$ cat src/rtl/hazard_ctrl_if.sv
// ============================================================================
// Module  : hazard_ctrl_if
// Brief   : ID/EX hazard-detection inputs and pipeline control outputs.
// Revision: 1.0 - initial release
// ============================================================================
`default_nettype none

interface hazard_ctrl_if;
    logic [4:0]  id_rs1_addr;
    logic [4:0]  id_rs2_addr;
    logic        id_rs1_used;
    logic        id_rs2_used;
    logic [6:0]  ex_opcode;
    logic [4:0]  ex_rd_addr;
    logic        ex_jump;
    logic        mdu_start;
    logic        pc_stall;
    logic        if_id_stall;
    logic        if_id_flush;
    logic        id_ex_flush;
    logic        ex_stall;
    logic        mdu_busy;
    logic [31:0] stall_cycles;

    modport master (
        output id_rs1_addr, id_rs2_addr, id_rs1_used, id_rs2_used,
        output ex_opcode, ex_rd_addr, ex_jump, mdu_start,
        input  pc_stall, if_id_stall, if_id_flush, id_ex_flush,
        input  ex_stall, mdu_busy, stall_cycles
    );

    modport slave (
        input  id_rs1_addr, id_rs2_addr, id_rs1_used, id_rs2_used,
        input  ex_opcode, ex_rd_addr, ex_jump, mdu_start,
        output pc_stall, if_id_stall, if_id_flush, id_ex_flush,
        output ex_stall, mdu_busy, stall_cycles
    );
endinterface

`default_nettype wire

$ cat src/rtl/hazard_ctrl.sv
// ============================================================================
// Module  : hazard_ctrl
// Brief   : Pipeline hazard unit: load-use bubble, jump flush, MDU stall.
//           Optional MDU wait support enabled by macro HAZARD_MDU_STALL_EN.
// Revision: 1.0 - initial release
// ============================================================================
`default_nettype none

module hazard_ctrl #(
    parameter int MDU_LAT = 32
) (
    input  logic          clk,
    input  logic          rst,
    hazard_ctrl_if.slave  hz
);

    localparam logic [6:0] c_OPC_LOAD = 7'b0000011;

    logic        w_load_use;
    logic        w_pc_stall;
    logic        w_if_id_stall;
    logic        w_if_id_flush;
    logic        w_id_ex_flush;
    logic        w_ex_stall;
    logic        w_mdu_busy;
    logic [31:0] r_stall_cycles;

    assign w_load_use = (hz.ex_opcode == c_OPC_LOAD) && (hz.ex_rd_addr != 5'd0) &&
                        ((hz.id_rs1_used && (hz.id_rs1_addr == hz.ex_rd_addr)) ||
                         (hz.id_rs2_used && (hz.id_rs2_addr == hz.ex_rd_addr)));

`ifdef HAZARD_MDU_STALL_EN
    typedef enum logic [0:0] {
        RUN      = 1'b0,
        MDU_WAIT = 1'b1
    } state_t;

    localparam logic [5:0] c_CNT_INIT = 6'(MDU_LAT - 2);

    state_t     r_state;
    logic [5:0] r_cnt;

    // The start cycle is itself a stall cycle, so the wait phase lasts
    // MDU_LAT-2 cycles; cnt reaches zero on the edge that returns to RUN.
    always_ff @(posedge clk) begin
        if (!rst) begin
            r_state <= RUN;
            r_cnt   <= 6'd0;
        end else begin
            case (r_state)
                RUN: begin
                    if (!hz.ex_jump && hz.mdu_start) begin
                        r_cnt   <= c_CNT_INIT;
                        r_state <= (c_CNT_INIT == 6'd0) ? RUN : MDU_WAIT;
                    end
                end
                MDU_WAIT: begin
                    r_cnt <= r_cnt - 6'd1;
                    if (r_cnt <= 6'd1) begin
                        r_state <= RUN;
                    end
                end
                default: r_state <= RUN;
            endcase
        end
    end

    always_comb begin
        w_pc_stall    = 1'b0;
        w_if_id_stall = 1'b0;
        w_if_id_flush = 1'b0;
        w_id_ex_flush = 1'b0;
        w_ex_stall    = 1'b0;
        w_mdu_busy    = 1'b0;
        if (rst) begin
            if (r_state == MDU_WAIT || hz.ex_jump == 1'b0 && hz.mdu_start) begin
                w_pc_stall    = 1'b1;
                w_if_id_stall = 1'b1;
                w_ex_stall    = 1'b1;
                w_mdu_busy    = 1'b1;
            end else if (hz.ex_jump) begin
                w_if_id_flush = 1'b1;
                w_id_ex_flush = 1'b1;
            end else if (w_load_use) begin
                w_pc_stall    = 1'b1;
                w_if_id_stall = 1'b1;
                w_id_ex_flush = 1'b1;
            end
        end
    end
`else
    wire w_unused_mdu_start = hz.mdu_start;

    always_comb begin
        w_pc_stall    = 1'b0;
        w_if_id_stall = 1'b0;
        w_if_id_flush = 1'b0;
        w_id_ex_flush = 1'b0;
        w_ex_stall    = 1'b0;
        w_mdu_busy    = 1'b0;
        if (rst) begin
            if (hz.ex_jump) begin
                w_if_id_flush = 1'b1;
                w_id_ex_flush = 1'b1;
            end else if (w_load_use) begin
                w_pc_stall    = 1'b1;
                w_if_id_stall = 1'b1;
                w_id_ex_flush = 1'b1;
            end
        end
    end
`endif

    always_ff @(posedge clk) begin
        if (!rst) begin
            r_stall_cycles <= 32'd0;
        end else if (w_pc_stall && (r_stall_cycles != 32'hFFFF_FFFF)) begin
            r_stall_cycles <= r_stall_cycles + 32'd1;
        end
    end

    assign hz.pc_stall     = w_pc_stall;
    assign hz.if_id_stall  = w_if_id_stall;
    assign hz.if_id_flush  = w_if_id_flush;
    assign hz.id_ex_flush  = w_id_ex_flush;
    assign hz.ex_stall     = w_ex_stall;
    assign hz.mdu_busy     = w_mdu_busy;
    assign hz.stall_cycles = r_stall_cycles;

endmodule

`default_nettype wire

$ cat src/flat_wrapper.sv
// flat-port wrapper written by rule: the top's interface ports become plain ports
module hazard_ctrl_flat 
#(
    parameter int MDU_LAT = 32
)
  (clk, rst, hz_id_rs1_addr, hz_id_rs2_addr, hz_id_rs1_used, hz_id_rs2_used, hz_ex_opcode, hz_ex_rd_addr, hz_ex_jump, hz_mdu_start, hz_pc_stall, hz_if_id_stall, hz_if_id_flush, hz_id_ex_flush, hz_ex_stall, hz_mdu_busy, hz_stall_cycles);
  hazard_ctrl_if hz_i ();
  input  logic clk;
  input  logic rst;
  input wire logic [$bits(hz_i.id_rs1_addr)-1:0] hz_id_rs1_addr;
  input wire logic [$bits(hz_i.id_rs2_addr)-1:0] hz_id_rs2_addr;
  input wire logic [$bits(hz_i.id_rs1_used)-1:0] hz_id_rs1_used;
  input wire logic [$bits(hz_i.id_rs2_used)-1:0] hz_id_rs2_used;
  input wire logic [$bits(hz_i.ex_opcode)-1:0] hz_ex_opcode;
  input wire logic [$bits(hz_i.ex_rd_addr)-1:0] hz_ex_rd_addr;
  input wire logic [$bits(hz_i.ex_jump)-1:0] hz_ex_jump;
  input wire logic [$bits(hz_i.mdu_start)-1:0] hz_mdu_start;
  output wire logic [$bits(hz_i.pc_stall)-1:0] hz_pc_stall;
  output wire logic [$bits(hz_i.if_id_stall)-1:0] hz_if_id_stall;
  output wire logic [$bits(hz_i.if_id_flush)-1:0] hz_if_id_flush;
  output wire logic [$bits(hz_i.id_ex_flush)-1:0] hz_id_ex_flush;
  output wire logic [$bits(hz_i.ex_stall)-1:0] hz_ex_stall;
  output wire logic [$bits(hz_i.mdu_busy)-1:0] hz_mdu_busy;
  output wire logic [$bits(hz_i.stall_cycles)-1:0] hz_stall_cycles;
  assign hz_i.id_rs1_addr = hz_id_rs1_addr;
  assign hz_i.id_rs2_addr = hz_id_rs2_addr;
  assign hz_i.id_rs1_used = hz_id_rs1_used;
  assign hz_i.id_rs2_used = hz_id_rs2_used;
  assign hz_i.ex_opcode = hz_ex_opcode;
  assign hz_i.ex_rd_addr = hz_ex_rd_addr;
  assign hz_i.ex_jump = hz_ex_jump;
  assign hz_i.mdu_start = hz_mdu_start;
  assign hz_pc_stall = hz_i.pc_stall;
  assign hz_if_id_stall = hz_i.if_id_stall;
  assign hz_if_id_flush = hz_i.if_id_flush;
  assign hz_id_ex_flush = hz_i.id_ex_flush;
  assign hz_ex_stall = hz_i.ex_stall;
  assign hz_mdu_busy = hz_i.mdu_busy;
  assign hz_stall_cycles = hz_i.stall_cycles;
  hazard_ctrl #(.MDU_LAT(MDU_LAT)) u_core (.clk(clk), .rst(rst), .hz(hz_i));
endmodule
$ cat config.mk
export PLATFORM = sky130hd
export DESIGN_NAME = hazard_ctrl_flat
export DESIGN_NICKNAME = d
export VERILOG_FILES = /design/src/rtl/hazard_ctrl_if.sv /design/src/rtl/hazard_ctrl.sv /design/src/flat_wrapper.sv
export SDC_FILE = /design/constraint.sdc
export NUM_CORES = 1
export LEC_CHECK = 0
export ABC_AREA = 1
export CAP_MARGIN = 20
export CORE_MARGIN = 5
export CORE_UTILIZATION = 60
export CTS_CLUSTER_DIAMETER = 40
export DETAILED_ROUTE_END_ITERATION = 10
export DONT_BUFFER_PORTS = 1
export GPL_TIMING_DRIVEN = 0
export PLACE_DENSITY = 0.75
export SYNTH_ARGS = -nofsm -noshare
export SYNTH_HDL_FRONTEND = slang
export SYNTH_SLANG_ARGS = --single-unit
$ cat constraint.sdc
create_clock -name clk -period 2.75 [get_ports clk]
set_input_delay 0.55 -clock clk [delete_from_list [all_inputs] [get_ports clk]]
set_output_delay 0.55 -clock clk [all_outputs]
set_load 0.03 [all_outputs]
==> out/qor.csv, run 1 <==
metric,value,unit
final setup fails,0,
TritonRoute pass-1 iters,4,
die width,70.3,um
Crit Path Class,primary input to primary output,
"Slew Viols, Final",0,
"Seq/Total Area, Yosys",0.294,
Mapped Cells,394,
LEAKAGE,0.953,nW
Avg Inst Size Synth,5.53,um2
first-pass GRT wire length,9160,um
WP buf/inv,3,
CTS resizes,0,
Max Cap Viol,0,
wire per inst,12.0,um
"commonest cells after routing, fill and taps aside","131 x nand2_1, 117 x nor2_1, 32 x dfxtp_1",
GRT Util Overall,0.223,
max reg flops,32,
die area,4940,um2
Mapped Area,2180,um2
# IOs,66,
vias per inst,5.19,
CTS tree,yes,
HPWL Detailed,4200,um
grt ovf,0,
clock skew,6.70,ps
"Clk Latency, worst-skew pair",330,ps
"most common cell after layout, fill and taps aside",nand2_1,
Worst path top cell family by delay,buffers and inverters,
Critical Path AT,2030,ps
post-route ant nets,0,
synth warn,0,
Post-Route WL,5370,um
vias in the first global route,2088,
starting density of the core,0.638,
CTS max path bufs,2,
"flops & latches, synth",32,
P per Cell Area,350,nW/um2
share of post-route cells with drive strength above 1,0.0868,
setup TNS,0,ps
fin crit share,0.939,
Peak Freq,387,MHz
Syn-to-layout area delta,5.51,%
H-tree depth,2,
critical path's largest stage delay,440,ps
final core utilization,0.673,
via count,2330,
antenna violations before repair,0,
# diodes,0,
Layout Nets,431,
Critical Path End Type,primary output,
post-synth cell types,23,
largest net degree at the start of global routing,12,
WP data required,2200,ps
"critical path fanouts, max",11,
root buf cell,clkbuf_4,
worst hold path type,primary input to flip-flop,
GPL Wtd Cong,0.923,
Residual DRC,0,
maximum VDD drop,0.305,mV
unrepaired setup endpoints after global routing,false,
Core ar.,3420,um2
Worst-path clk slew,100,ps
CP max-delay cell,clkinv_1,
Worst setup SP type,primary input,
status,"finished, final reports clean",
drt first-iter violations,189,
CTS Sinks,32,
"Hold-fix buffers, CTS",0,
I/O Buffers,0,
Cell Rows,21,
"critical path, cell by cell",inv_1 > nand3_1 > nor3_1 > nor2_1 > nand3_2 > clkinv_1 > buf_4,
Fin. Hold Viols,0,
Die Y,70.3,um
setup bufs post-CTS,0,
fin crit period,2580,ps
Num CTS Buffers,5,
## synth_stat cells
cell      instances  area [um2]
a21oi_1           6        30.0
buf_1             1        3.75
buf_2             5        25.0
buf_4             3        22.5
buf_6             2        22.5
clkinv_1          1        3.75
conb_1            1        3.75
dfxtp_1          32         641
ha_1              1        12.5
inv_1            28         105
inv_2             6        22.5
nand2_1         131         492
nand2_2           4        25.0
nand3_1          27         135
nand3_2           3        30.0
nand4_1           9        56.3
nor2_1          117         439
nor2_2            2        12.5
nor2_4            3        33.8
nor3_1            9        45.0
nor4_1            1        6.26
o21ai_0           1        5.00
or2_2             1        6.26
## power by group
part	switching (mW)	leakage [nW]	internal, mW
combinational	0.0364	0.663	0.0192
clock	0.159	0.0326	0.126
sequential	0.0000276	0.258	0.463
total	0.195	0.953	0.608
## metrics by stage
step	power [mW]	hold slack (ps)	instances	instance area (um2)	setup WS, ps
6_report	0.803	509	449	2300	168
5_1_grt	0.840	513	449	2300	28.0
4_1_cts	0.809	506	449	2300	206
3_5_place_dp	0.529	665	441	2240	215
3_3_place_gp	0.527	658	441	2240	206
2_1_floorplan	0.521	627	395	2180	486
## per-layer routing
layer	vias up	global-route usage	share of wire
met4	0	0.0745	0.012
met3	7	0.0703	0.082
li1	1229	-	-
met5	-	0	0
met1	1018	0.291	0.46
met2	76	0.346	0.45
## logic make-up after synthesis
family | synth area share
AOI/OAI and AO/OA | 0.0161
DFF | 0.294
and+or+nand+nor | 0.588
buffers and inverters | 0.0942
other | 0.00172
adders and majority gates | 0.00574
## worst paths after layout
| kind | startpoint | to | cells past startpoint | slack, ps |
|---|---|---|---|---|
| min reg2reg | u_core.hz.stall_cycles[31]$_SDFFE_PN0P_ | u_core.hz.stall_cycles[31]$_SDFFE_PN0P_ | 2 | 680 |
| max reg2reg | u_core.hz.stall_cycles[0]$_SDFFE_PN0P_ | u_core.hz.stall_cycles[30]$_SDFFE_PN0P_ | 10 | 620 |
| min | rst | u_core.hz.stall_cycles[8]$_SDFFE_PN0P_ | 3 | 510 |
| max | hz_ex_rd_addr[2] | hz_pc_stall | 7 | 170 |
## cell type report
class                   instances  area, um2
multi-input cells             317       1340
plain buffers                  11       73.8
flip-flops and latches         32        641
well taps                      46       57.6
inverters                      35        131
fillers                       320       1120
clock buffers                   8       58.8
## tightest hold or removal path, delay by kind of cell
family        cells  cell delay [ps]
buf+inv           1              150
simple gates      2              110
Power figures use the tool's default switching activity.
==> run 2, diff against run 1 <==
--- a/config.mk
+++ b/config.mk
@@ -7,5 +7,5 @@
 export LEC_CHECK = 0
 export ABC_AREA = 1
-export CAP_MARGIN = 20
+export CAP_MARGIN = 15
 export CORE_MARGIN = 5
 export CORE_UTILIZATION = 60
==> constraint.sdc (replaced) <==
create_clock -name clk -period 2.75 [get_ports clk]
set_input_delay 0.275 -clock clk [delete_from_list [all_inputs] [get_ports clk]]
set_output_delay 0.275 -clock clk [all_outputs]
set_load 0.03 [all_outputs]
==> results of run 2 <==
Same layout as run 1 (identical final DEF). Status: finished, final reports clean.
Main changes from that run: setup slack after placement 215 ps -> 626 ps; setup slack after layout 168 ps -> 619 ps; hold slack 509 ps -> 234 ps; start point of the critical path hz_ex_rd_addr[2] -> u_core.hz.stall_cycles[0]$_SDFFE_PN0P_; end point of the critical path hz_pc_stall -> u_core.hz.stall_cycles[30]$_SDFFE_PN0P_
==> run 3, diff against run 2 <==
- CORE_UTILIZATION: 60 -> 57
- PLACE_DENSITY: 0.75 -> 0.74
- clock period: 2.75 -> 1.9 ns (I/O delays scaled with it)
==> run 3 against run 2 <==
Global-route usage is 0.72 points lower. Clock skew hardly changed. First-iteration DRC count is 13% higher. Count of clock-buffer cells in the layout stayed put. Combinational power is 42% higher. Routed wire length is 3.4% higher. Non-clock buffer count is 6 higher. Core utilization is 0.79 points higher. Setup slack worse by 540 ps. Critical path depth is 2 higher. Cell area is 9.3% higher. Worst hold slack worse by 45 ps.
==> out/qor.csv, run 3 (same netlist as run 1, synthesis figures left out) <==
metric,value,unit,change
status,"finished, final reports clean",,
Cell Rows,22,,+4.8%
CTS tree,yes,,
crit-path most repeated cell,nand2_1,,
unrepaired setup endpoints after global routing,true,,
I/O Buffers,0,,unchanged
CP max-delay cell,dfxtp_4,,
post-route ant nets,0,,unchanged
final setup fails,0,,unchanged
# diodes,0,,unchanged
P per Cell Area,515,nW/um2,+47%
"critical path, cell by cell",ha_4 > nand2_2 > nor2_4 > nand2_1 > nor2_4 > nand3_4 > buf_6 > nand3_1 > nor2_1 > nand2_1 > nand2_1 > nor2_1,,
TritonRoute pass-1 iters,5,,+1
GPL Wtd Cong,0.897,,-2.8%
setup TNS,0,ps,unchanged
"critical path fanouts, max",10,,
# IOs,66,,unchanged
CTS max path bufs,2,,unchanged
"Hold-fix buffers, CTS",0,,unchanged
"most common cell after layout, fill and taps aside",nand2_1,,
Fillers,347,,+8.4%
Num CTS Buffers,5,,unchanged
critical path's largest stage delay,420,ps,
Die Y,71.8,um,+2.2%
drt first-iter violations,214,,+13%
grt ovf,0,,unchanged
"Clk Latency, worst-skew pair",290,ps,-40 ps
Design Power,1.29,mW,+61%
Critical Path End Type,flip-flop,,
root buf cell,clkbuf_8,,
GRT Util Overall,0.216,,-0.00723
Critical Path AT,2050,ps,
"Slew Viols, Final",0,,unchanged
Layout Nets,437,,+1.4%
Placed Area,2240,um2,+0.11%
HPWL Detailed,4130,um,-1.7%
Residual DRC,0,,unchanged
die width,71.8,um,+2.2%
Post-Route WL,5550,um,+3.4%
Worst setup SP type,flip-flop,,
clock skew,6.59,ps,-0.108 ps
via count,2361,,+1.3%
Fin. Hold Viols,0,,unchanged
Worst-path clk slew,70,ps,-30 ps
Peak Freq,550,MHz,
antenna violations before repair,0,,unchanged
share of post-route cells with drive strength above 1,0.193,,+0.106
Syn-to-layout area delta,15.3,%,
max reg flops,32,,unchanged
maximum VDD drop,0.410,mV,+34%
final core utilization,0.681,,+0.00791
Crit Path Class,flip-flop to flip-flop,,
largest net degree at the start of global routing,12,,unchanged
worst hold path type,primary input to flip-flop,,
"commonest cells after routing, fill and taps aside","131 x nand2_1, 113 x nor2_1, 28 x inv_1",,
Max Cap Viol,0,,unchanged
CTS Sinks,32,,unchanged
starting density of the core,0.591,,-0.0472
vias per inst,5.17,,-0.44%
H-tree depth,2,,unchanged
cell area after layout,2510,um2,+9.3%
wire per inst,12.2,um,+1.6%
fin crit period,1820,ps,
fin crit share,0.958,,
first-pass GRT wire length,9020,um,-1.6%
vias in the first global route,2067,,-1.0%
die area,5160,um2,+4.5%
WP data required,2130,ps,
Worst path top cell family by delay,simple AND/OR/NAND/NOR gates,,
Core ar.,3690,um2,+8.0%
WP buf/inv,1,,
LEAKAGE,1.04,nW,+8.7%
-- run 3: changes by cell type in the layout (fill, tap and decap cells not counted), moves of 2 or more --
cell,delta
dfxtp_1,-30
dfxtp_2,+27
buf_4,+5
clkbuf_4,-5
clkbuf_8,+5
nor2_1,-4
dfxtp_4,+3
nand3_4,+2
nor2_2,+2
nor2_4,+2
-- run 3: worst min-delay path, stage by stage --
cell     delay (ps)
buf_2           150
nand2_1          70
nor2_1           30
-- run 3: area by class of cell --
type | instances | area (um2) | area share
plain buffers | 11 | 77.6 | 0.0309
inverters | 35 | 135 | 0.0538
multi-input cells | 317 | 1400 | 0.558
well taps | 48 | 60.1 | 0.0239
repair buffers | 6 | 62.6 | 0.0249
clock buffers | 8 | 90.1 | 0.0359
flip-flops and latches | 32 | 686 | 0.273
-- run 3: metrics by stage --
step           hold slack (ps)  std cells  setup WS [ps]
2_1_floorplan              462        395           61.9
5_1_grt                    201        457          -75.1
3_3_place_gp               495        443           -189
4_1_cts                    193        451           13.9
3_5_place_dp               500        443           -215
6_report                   189        457           80.4
-- run 3: final timing paths --
kind	from	endpoint	slack (ps)	cells past startpoint
worst max-delay path	u_core.hz.stall_cycles[0]$_SDFFE_PN0P_	u_core.hz.stall_cycles[24]$_SDFFE_PN0P_	80	12
worst min-delay path	rst	u_core.hz.stall_cycles[8]$_SDFFE_PN0P_	190	3
worst max register to register	u_core.hz.stall_cycles[0]$_SDFFE_PN0P_	u_core.hz.stall_cycles[24]$_SDFFE_PN0P_	80	12
worst min register to register	u_core.hz.stall_cycles[19]$_SDFFE_PN0P_	u_core.hz.stall_cycles[19]$_SDFFE_PN0P_	580	2
-- run 3: layer usage --
layer,vias to the layer above,share of wire,global-route usage
li1,1245,-,-
met1,1030,0.44,0.281
met2,76,0.45,0.351
met3,10,0.088,0.0617
met4,0,0.014,0.0543
met5,-,0,0
-- run 3: power breakdown --
part,internal (mW),switching (mW)
logic,0.0277,0.0509
registers,0.666,0.0000437
clock network,0.295,0.253
total,0.989,0.304
-- run 3: what timing repair did --
item | 4_1_cts | 5_1_grt
hold endpoints to repair | 0 | 0
gates resized for setup | 14 | 34
gates cloned | 0 | 1
buffers inserted | 0 | 5
setup endpoints to repair | 31 | 33
pin swaps | 0 | 4
==> RTL edit (flow settings as in run 1) <==
Build with the macro `HAZARD_MDU_STALL_EN` defined.
--- a/src/rtl/hazard_ctrl.sv
+++ b/src/rtl/hazard_ctrl.sv
@@ -6,4 +6,6 @@
 // ============================================================================
 `default_nettype none
+
+`define HAZARD_MDU_STALL_EN
 
 module hazard_ctrl #(
Check against the original RTL: not equivalent (a bounded check fails within 4 cycles, from zero or initial values and one cycle with rst low).
==> RTL edit against run 1 <==
Area after synthesis up 23%; core utilization down 0.65 points; first-iteration DRC count up 25%; routed wire length up 40%; design area up 26%; non-clock buffer count up 4; critical endpoint unchanged; worst setup slack better by 0.012 ns; sequential cell count up 7.
Power is not compared: it rests on default switching activity, and its combinational part moved more than twofold at a synthesized area within 25%.
==> RTL edit: results (changes against run 1) <==
status: "finished, final reports clean"
cts_buffers: 5  # unchanged
grt_pass1_wl_um: 12800  # +40%
hold_end: "u_core.r_cnt[0]"
cpPeakStageDelay_ns: 0.49  # +0.05 ns
clk-insertion-delay-late_ns: 0.29  # -0.04 ns
path_clk_slew_ns: 0.08  # -0.02 ns
nets: 495  # +15%
hold_slack_ns: 0.383  # -0.126 ns
dr.pass1.iters: 5  # +1
hold_path_depth: 2  # -1
synth_fa_ha_area_share_pct: 1.40  # +0.82 points
synth_area_leaders: "dfxtp_1, nand2_1, nand3_1"
clockRootBuffer: "clkbuf_8"
hpwlAfterDp_um: 5940  # +41%
crit_path_top_delay_cell: "dfxtp_1"
ys_seq_area_share_pct: 29.0  # -0.39 points
grt_pass1_vias: 2642  # +27%
drive_gt1_share_pct: 5.16  # -3.5 points
synth.distinct_cells: 25  # +8.7%
vias_per_cell: 5.54  # +6.8%
synth_compound_area_share_pct: 8.88  # +7.3 points
wl_per_cell_um: 14.5  # +22%
drt-initial-drc-count: 237  # +25%
synth_commonest_cells: "nand2_1, nor2_1, nand3_1"
cts_resized: 3  # +3
gp_congestion: 0.972  # +5.3%
grt_max_degree: 14  # +2
skew_ns: 0.00196  # -0.00475 ns
ff2ff_setup_slack_ns: 0.30  # -0.32 ns
## RTL edit: cell count changes after synthesis, moves of 7 or more
cell	before	now
nor2_1	117	54
inv_1	28	43
dfxtp_1	32	39
nand3_1	27	47
xor2_1	0	13
nand4_1	9	2
nor3_1	9	18
nand3b_1	0	7
nand2_1	131	160
clkbuf_1	0	11
a21oi_1	6	37
## RTL edit: worst max-delay path by stage
| stage | to | slack [ns] | depth (start not counted) | start |
|---|---|---|---|---|
| finish | hz_pc_stall | 0.18 | 6 | u_core.r_state |
| global route | hz_pc_stall | 0.02 | 6 | u_core.r_state |
| CTS | hz_pc_stall | 0.05 | 7 | u_core.r_state |
| detailed placement | hz_pc_stall | -0.09 | 7 | hz_ex_jump |
| global placement | hz_pc_stall | -0.07 | 7 | hz_ex_jump |
| floorplan | hz_pc_stall | 0.16 | 7 | hz_ex_jump |
## RTL edit: cells by family (layout without fill, tap and decap cells)
| group | after synthesis | in the layout |
|---|---|---|
| AOI/OAI and AO/OA | 46 | 46 |
| buffers and inverters | 60 | 67 |
| xor gates and xnor gates | 15 | 15 |
| adders and majority gates | 3 | 3 |
| DFF | 39 | 39 |
| and+or+nand+nor | 295 | 295 |
## RTL edit: metrics by stage
step           worst slack, ns  std cells  utilization, %  instance area [µm²]
2_1_floorplan            0.160        458               -                 2690
3_5_place_dp           -0.0938        510            63.3                 2760
4_1_cts                 0.0498        518            66.7                 2900
3_3_place_gp           -0.0707        510            63.3                 2760
5_1_grt                 0.0170        517            66.6                 2900
6_report                 0.180        517            66.6                 2900
## RTL edit: where the power goes
| part | switching (mW) | leakage (nW) | internal [mW] |
|---|---|---|---|
| Sequential | 0.0145 | 0.316 | 0.576 |
| Clock | 0.218 | 0.0644 | 0.362 |
| Combinational | 0.0862 | 0.739 | 0.0396 |
## RTL edit: layout make-up
| cell class | instances | area, µm² |
|---|---|---|
| fill | 426 | 1450 |
| clock inverter | 3 | 67.6 |
| inverter | 44 | 165 |
| clock buffer | 5 | 68.8 |
| buffer | 15 | 78.8 |
| sequential | 39 | 783 |
| tap | 52 | 65.1 |
| multi-input combinational | 359 | 1670 |
## RTL edit: per-layer routing
layer | global-route usage (%) | vias up | part of all wire (%) | wire length [µm]
li1 | - | 1475 | - | -
met1 | 35.7 | 1267 | 46 | 3460
met2 | 40.0 | 112 | 44 | 3270
met4 | 5.94 | 0 | 1.1 | 84
met3 | 7.85 | 11 | 9.4 | 703
met5 | 0 | - | 0 | 0
## RTL edit: critical path, delay by kind of cell (launching register included)
kind / cells / cell delay [ns]
compound gates: 1 / 0.15
buf+inv: 3 / 0.62
flops: 1 / 0.49
simple gates: 2 / 0.46
